<file path="src/rtl/universal_shift_reg.sv">
// Universal shift register: hold, serial shift-in with word framing, parallel load, serial shift-out.
// o_parallel/o_serial reflect the register directly; o_word_valid pulses the cycle after the WIDTH-th shifted-in bit.
module universal_shift_reg #(
    parameter int WIDTH     = 8,
    parameter bit LSB_FIRST = 1'b0
) (
    input  logic             clk,
    input  logic             rst,
    input  logic [1:0]       i_mode,
    input  logic             i_serial,
    input  logic [WIDTH-1:0] i_parallel,
    output logic             o_serial,
    output logic [WIDTH-1:0] o_parallel,
    output logic             o_word_valid
);

    localparam int CW = (WIDTH > 2) ? $clog2(WIDTH) : 1;

    localparam logic [1:0] MODE_HOLD      = 2'b00;
    localparam logic [1:0] MODE_SHIFT_IN  = 2'b01;
    localparam logic [1:0] MODE_LOAD      = 2'b10;
    localparam logic [1:0] MODE_SHIFT_OUT = 2'b11;

    localparam logic [CW-1:0] CNT_LAST = CW'(WIDTH - 1);

    logic [WIDTH-1:0] data_q;
    logic [CW-1:0]    cnt_q;
    logic             word_vld_q;

    always_ff @(posedge clk) begin
        if (rst) begin
            data_q     <= '0;
            cnt_q      <= '0;
            word_vld_q <= 1'b0;
        end else begin
            word_vld_q <= 1'b0;
            case (i_mode)
                MODE_SHIFT_IN: begin
                    if (LSB_FIRST) begin
                        data_q <= {i_serial, data_q[WIDTH-1:1]};
                    end else begin
                        data_q <= {data_q[WIDTH-2:0], i_serial};
                    end
                    // Wrap and flag the completed word on the same edge so words run back-to-back.
                    if (cnt_q == CNT_LAST) begin
                        cnt_q      <= '0;
                        word_vld_q <= 1'b1;
                    end else begin
                        cnt_q <= cnt_q + CW'(1);
                    end
                end
                MODE_LOAD: begin
                    data_q <= i_parallel;
                    cnt_q  <= '0;
                end
                MODE_SHIFT_OUT: begin
                    if (LSB_FIRST) begin
                        data_q <= {1'b0, data_q[WIDTH-1:1]};
                    end else begin
                        data_q <= {data_q[WIDTH-2:0], 1'b0};
                    end
                    cnt_q <= '0;
                end
                MODE_HOLD: begin
                    data_q <= data_q;
                end
                default: begin
                    data_q <= data_q;
                end
            endcase
        end
    end

    // Serial output taps the leading bit so the first shift-out bit is visible before any edge.
    assign o_serial     = LSB_FIRST ? data_q[0] : data_q[WIDTH-1];
    assign o_parallel   = data_q;
    assign o_word_valid = word_vld_q;

endmodule

</file>
<file path="config.mk">
export PLATFORM = sky130hd
export DESIGN_NAME = universal_shift_reg
export DESIGN_NICKNAME = d
export VERILOG_FILES = /design/src/rtl/universal_shift_reg.sv
export SDC_FILE = /design/constraint.sdc
export NUM_CORES = 1
export LEC_CHECK = 0
export CAP_MARGIN = 20
export CORE_AREA = 2 2 39 41
export DETAILED_ROUTE_END_ITERATION = 16
export DIE_AREA = 0 0 41 43
export GPL_TIMING_DRIVEN = 1
export MAX_ROUTING_LAYER = met4
export PLACE_DENSITY = 0.81
export SLEW_MARGIN = 20
export SYNTH_ARGS = -nofsm -noshare
export SYNTH_HDL_FRONTEND = slang
export SYNTH_SLANG_ARGS = --single-unit
</file>
<file path="constraint.sdc">
create_clock -name clk -period 3.66 [get_ports clk]
set_input_delay 0.915 -clock clk [delete_from_list [all_inputs] [get_ports clk]]
set_output_delay 0.915 -clock clk [all_outputs]
set_load 0.05 [all_outputs]
</file>
* Yosys cells after proc, flatten, opt, wreduce, memory -nomap -nowiden
Cells that the tools add are included.
** Word-level totals
- Bits in registers :: 12
- Logic and storage cells :: 17
- Input bits :: 13
- Output and inout bits :: 10
** Operators by class
- Bitwise operators :: 1
- Equal/unequal tests :: 4
- Add/sub/neg operators :: 1
- Reductions and logical operators :: 4
- Muxes and demuxes :: 4
** Operator list (count)
- $pmux 8 s3 :: 1
- $pmux 3 s2 :: 1
- $eq 2x2->1 const B :: 2
- $reduce_or 2->1 :: 2
- $add 3x1->3 const B :: 1
- $eq 3x3->1 const B :: 1
- $mux 3 :: 1
- $eq 2x1->1 const B :: 1
- $logic_not 2->1 :: 1
- $reduce_bool 2->1 :: 1
- $mux 1 :: 1
- $not 1->1 :: 1

* Depth between registers and ports, before layout
- Depth after elaboration :: 3
- Gate-level depth with buffers :: 4
- Gate-level depth less buffers :: 4

* Worst setup path after synthesis
No wires, ideal clock.
- Kind :: reg-to-output
- From :: register data_q[7], in the netlist o_parallel[7]
- To :: output o_parallel[7]
- Stages on the path, launching flop included :: 2
- Data required time :: 2.745 ns
- Path slack :: 1.833 ns
- Arrival time :: 0.912 ns
- Buffers on the path :: 1
- Cell sequence :: dfxtp_1 > buf_4
** RTL lines
- start: declaration :: RTL line 26 : logic [WIDTH-1:0] data_q;
- start signal: assignment :: RTL line 40 : data_q <= {i_serial, data_q[WIDTH-1:1]};
- start signal: assignment :: RTL line 42 : data_q <= {data_q[WIDTH-2:0], i_serial};
- start signal: assignment :: RTL line 53 : data_q <= i_parallel;
- end: declaration :: RTL line 13 : output logic [WIDTH-1:0] o_parallel,
No word-level cell between the ends.

* Final worst setup path
- From :: register data_q[4], in the netlist o_parallel[4]
- To :: output o_parallel[4]
No word-level cell between the ends.

==> reports/metrics.yaml <==
die_area_um2: 1760
firstDrtPassIters: 4
cp_cell_sequence: "clkdlybuf4s50_1"
synthXorXnorAreaFrac_pct: 0
postCtsSetupRepairBufs: 0
clock_sinks: 12
critPathTopFamily: "buffers and inverters"
synthSimpleGateAreaFrac_pct: 17.0
grt_overflow: 0
antenna_found_initial: 0
p_leak_nw: 0.322
fin_crit_sh_pct: 64.7
avgSynthCellArea_um2: 10.2
max-slew-margin-rel_pct: 66.5
fin_setup_tns_ps: 0
critPathLaunchType: "flip-flop"
fp-row-count: 14
fmax_mhz: 422
power_density_nw_per_um2: 402
syn_to_final_growth_pct: 45.1
dp.final_hpwl_um: 857
rrSetupSlack_ps: 2410
cp-end-kind: "primary output"
num_vias: 455
cp_slowest_cell: "clkdlybuf4s50_1"
ios: 23
ff2ff_path_depth: 4
cts_buffers: 3
layout.nets: 92
root_buffer: "clkbuf_4"
cts_resized: 0
yosys.area.top_type: "dfxtp_1"
clk_pin_slew_ps: 80
start_util_pct: 39.9
finalSetupViolCount: 0
synth_most_common_cell: "dfxtp_1"
ys_types: 16
synth_top_area_share_pct: 43.5
rsz0062_at_grt: "false"
grt_pass1_vias: 434
cp-endpoint: "o_parallel[4]"
min_path_type: "flip-flop to flip-flop"
synthMuxAreaShare_pct: 16.3
wirelength_mm: 1.13
slowest_delay_ps: 810
clock_latency_ps: 270
yosysSeqAreaShare_pct: 43.5
path_class: "flip-flop to primary output"
synthAdderAreaFrac_pct: 4.54
num-fill-cells: 144
maxCapViolCount: 0
clock_path_buffers: 2
finalMaxSlewViolations: 0
io_buffers: 22
reg2reg_from: "cnt_q[0]$_SDFFE_PP0P_"
syn_nets: 69
grt_max_degree: 17
cp_max_fo: 3
tightest_slew_ps: 501
synthCells: 54
postCtsHoldBufs: 0
antenna_left: 0
multi_input_area_um2: 280
synthTopCellsByArea: "dfxtp_1 (44%), mux2i_1 (16%), a211oi_1 (9.5%)"
power_mw: 0.322
ys.flop_type: "dfxtp_1"
cts_max_level: 1
ys_warn_count: 0
async_flop_share_pct: 0
layout-drive-gt1-share_pct: 6.58
wire_per_inst_um: 12.3
critPathBufInv: 1
antenna_cells: 0
drc_errors: 0
synth_compound_area_share_pct: 12.9
worst_hold_slack_ps: 484
grt_use_total_pct: 15.5
fp.dieH_um: 43
gp_congestion: 0.721
path_depth: 1
crit-reg2reg-capture: "cnt_q[0]$_SDFFE_PP0P_"
initialDrtViolationCount: 3
critPathLaunch: "o_parallel[4]$_SDFFE_PP0P_"
synth_common_cells: "dfxtp_1 (12), mux2i_1 (9), a211oi_1 (7), nor2b_1 (7), buf_4 (3)"
finalHoldViolCount: 0
cp.arrival_ps: 1450
regArea_um2: 240
routed_via_density: 4.95
cts_tree: "built"
core_area_um2: 1380
die_width_um: 41
run_status: "complete, no violations"
synth_seq_cells: 12
min_period_ps: 2370
grt_pass1_wl_mm: 1.77
vdd_ir_drop_max_uv: 193
synth-edff-count: 0
synth_area_um2: 552
synth_top_family_by_area: "simple AND/OR/NAND/NOR gates"
clock_skew_ps: 3.20
worst_ep_required_time_ps: 2740
## worst min-delay path: cells and delay by family, from the launching register on
| kind | cells | cell delay [ps] |
|---|---|---|
| DFF | 1 | 320 |
| and+or+nand+nor | 1 | 60 |
| AOI/OAI and AO/OA | 1 | 60 |
## routing by layer
layer  wire, um  part of all wire [%]  up-vias  track usage [%]
li1           -                     -      235                -
met1        496                    44      196             18.1
met2        513                    45       20             22.8
met3         94                   8.3        4             5.24
met4         23                   2.0        0             8.00
met5          0                     0        -                -
## cells by family (layout without fill, tap and decap cells)
| kind of cell | Yosys count | after routing |
|---|---|---|
| simple gates | 16 | 16 |
| flops | 12 | 12 |
| compound gates | 10 | 10 |
| mux | 9 | 9 |
| buf+inv | 5 | 27 |
| fa+ha+maj | 2 | 2 |
## worst min-delay path by stage
stage	start	end	slack [ps]	cells after the start
CTS	cnt_q[1]$_SDFFE_PP0P_	cnt_q[1]$_SDFFE_PP0P_	490	2
global route	cnt_q[1]$_SDFFE_PP0P_	cnt_q[1]$_SDFFE_PP0P_	520	2
detailed placement	cnt_q[1]$_SDFFE_PP0P_	cnt_q[1]$_SDFFE_PP0P_	480	2
finish	cnt_q[1]$_SDFFE_PP0P_	cnt_q[1]$_SDFFE_PP0P_	480	2
global placement	cnt_q[1]$_SDFFE_PP0P_	cnt_q[1]$_SDFFE_PP0P_	470	2
floorplan	cnt_q[1]$_SDFFE_PP0P_	cnt_q[1]$_SDFFE_PP0P_	450	2
## sequential cells by signal, summed over array words and instances, names as in the netlist
name,count
o_parallel,8
o_word_valid,1
cnt_q,3
## cell type report
class	count	area share [%]
Timing Repair Buffer	22	27.5
Inverter	1	0.469
Clock buffer	4	4.53
Sequential cell	12	30.0
Tap cell	16	2.50
Multi-Input combinational cell	37	35.0
## report_power, final
part	switching, mW	total (mW)	internal [mW]
logic	0.0412	0.0744	0.0332
registers	0.00492	0.142	0.137
clock network	0.0446	0.105	0.0604
## layout by cell type (no fill, tap or decap)
master	instances
clkdlybuf4s50_1	22
dfxtp_1	12
mux2i_1	9
nor2b_1	7
a211oi_1	7
clkbuf_4	3
nand2b_1	2
a21oi_1	2
nand2_1	2
nor2_1	2
ha_1	2
nand3b_1	1
or2_1	1
or3b_1	1
inv_2	1
o32ai_1	1
clkbuf_8	1
## metrics by stage
stage | instances | cell area [um^2] | utilization [%] | setup WS, ps
2_1_floorplan | 54 | 552 | - | 1830
3_5_place_dp | 88 | 764 | 55.2 | 1410
6_report | 92 | 801 | 57.9 | 1290
3_3_place_gp | 88 | 764 | 55.2 | 1440
4_1_cts | 92 | 801 | 57.9 | 1290
5_1_grt | 92 | 801 | 57.9 | 1230
No activity file was read; power rests on OpenSTA's default activity.
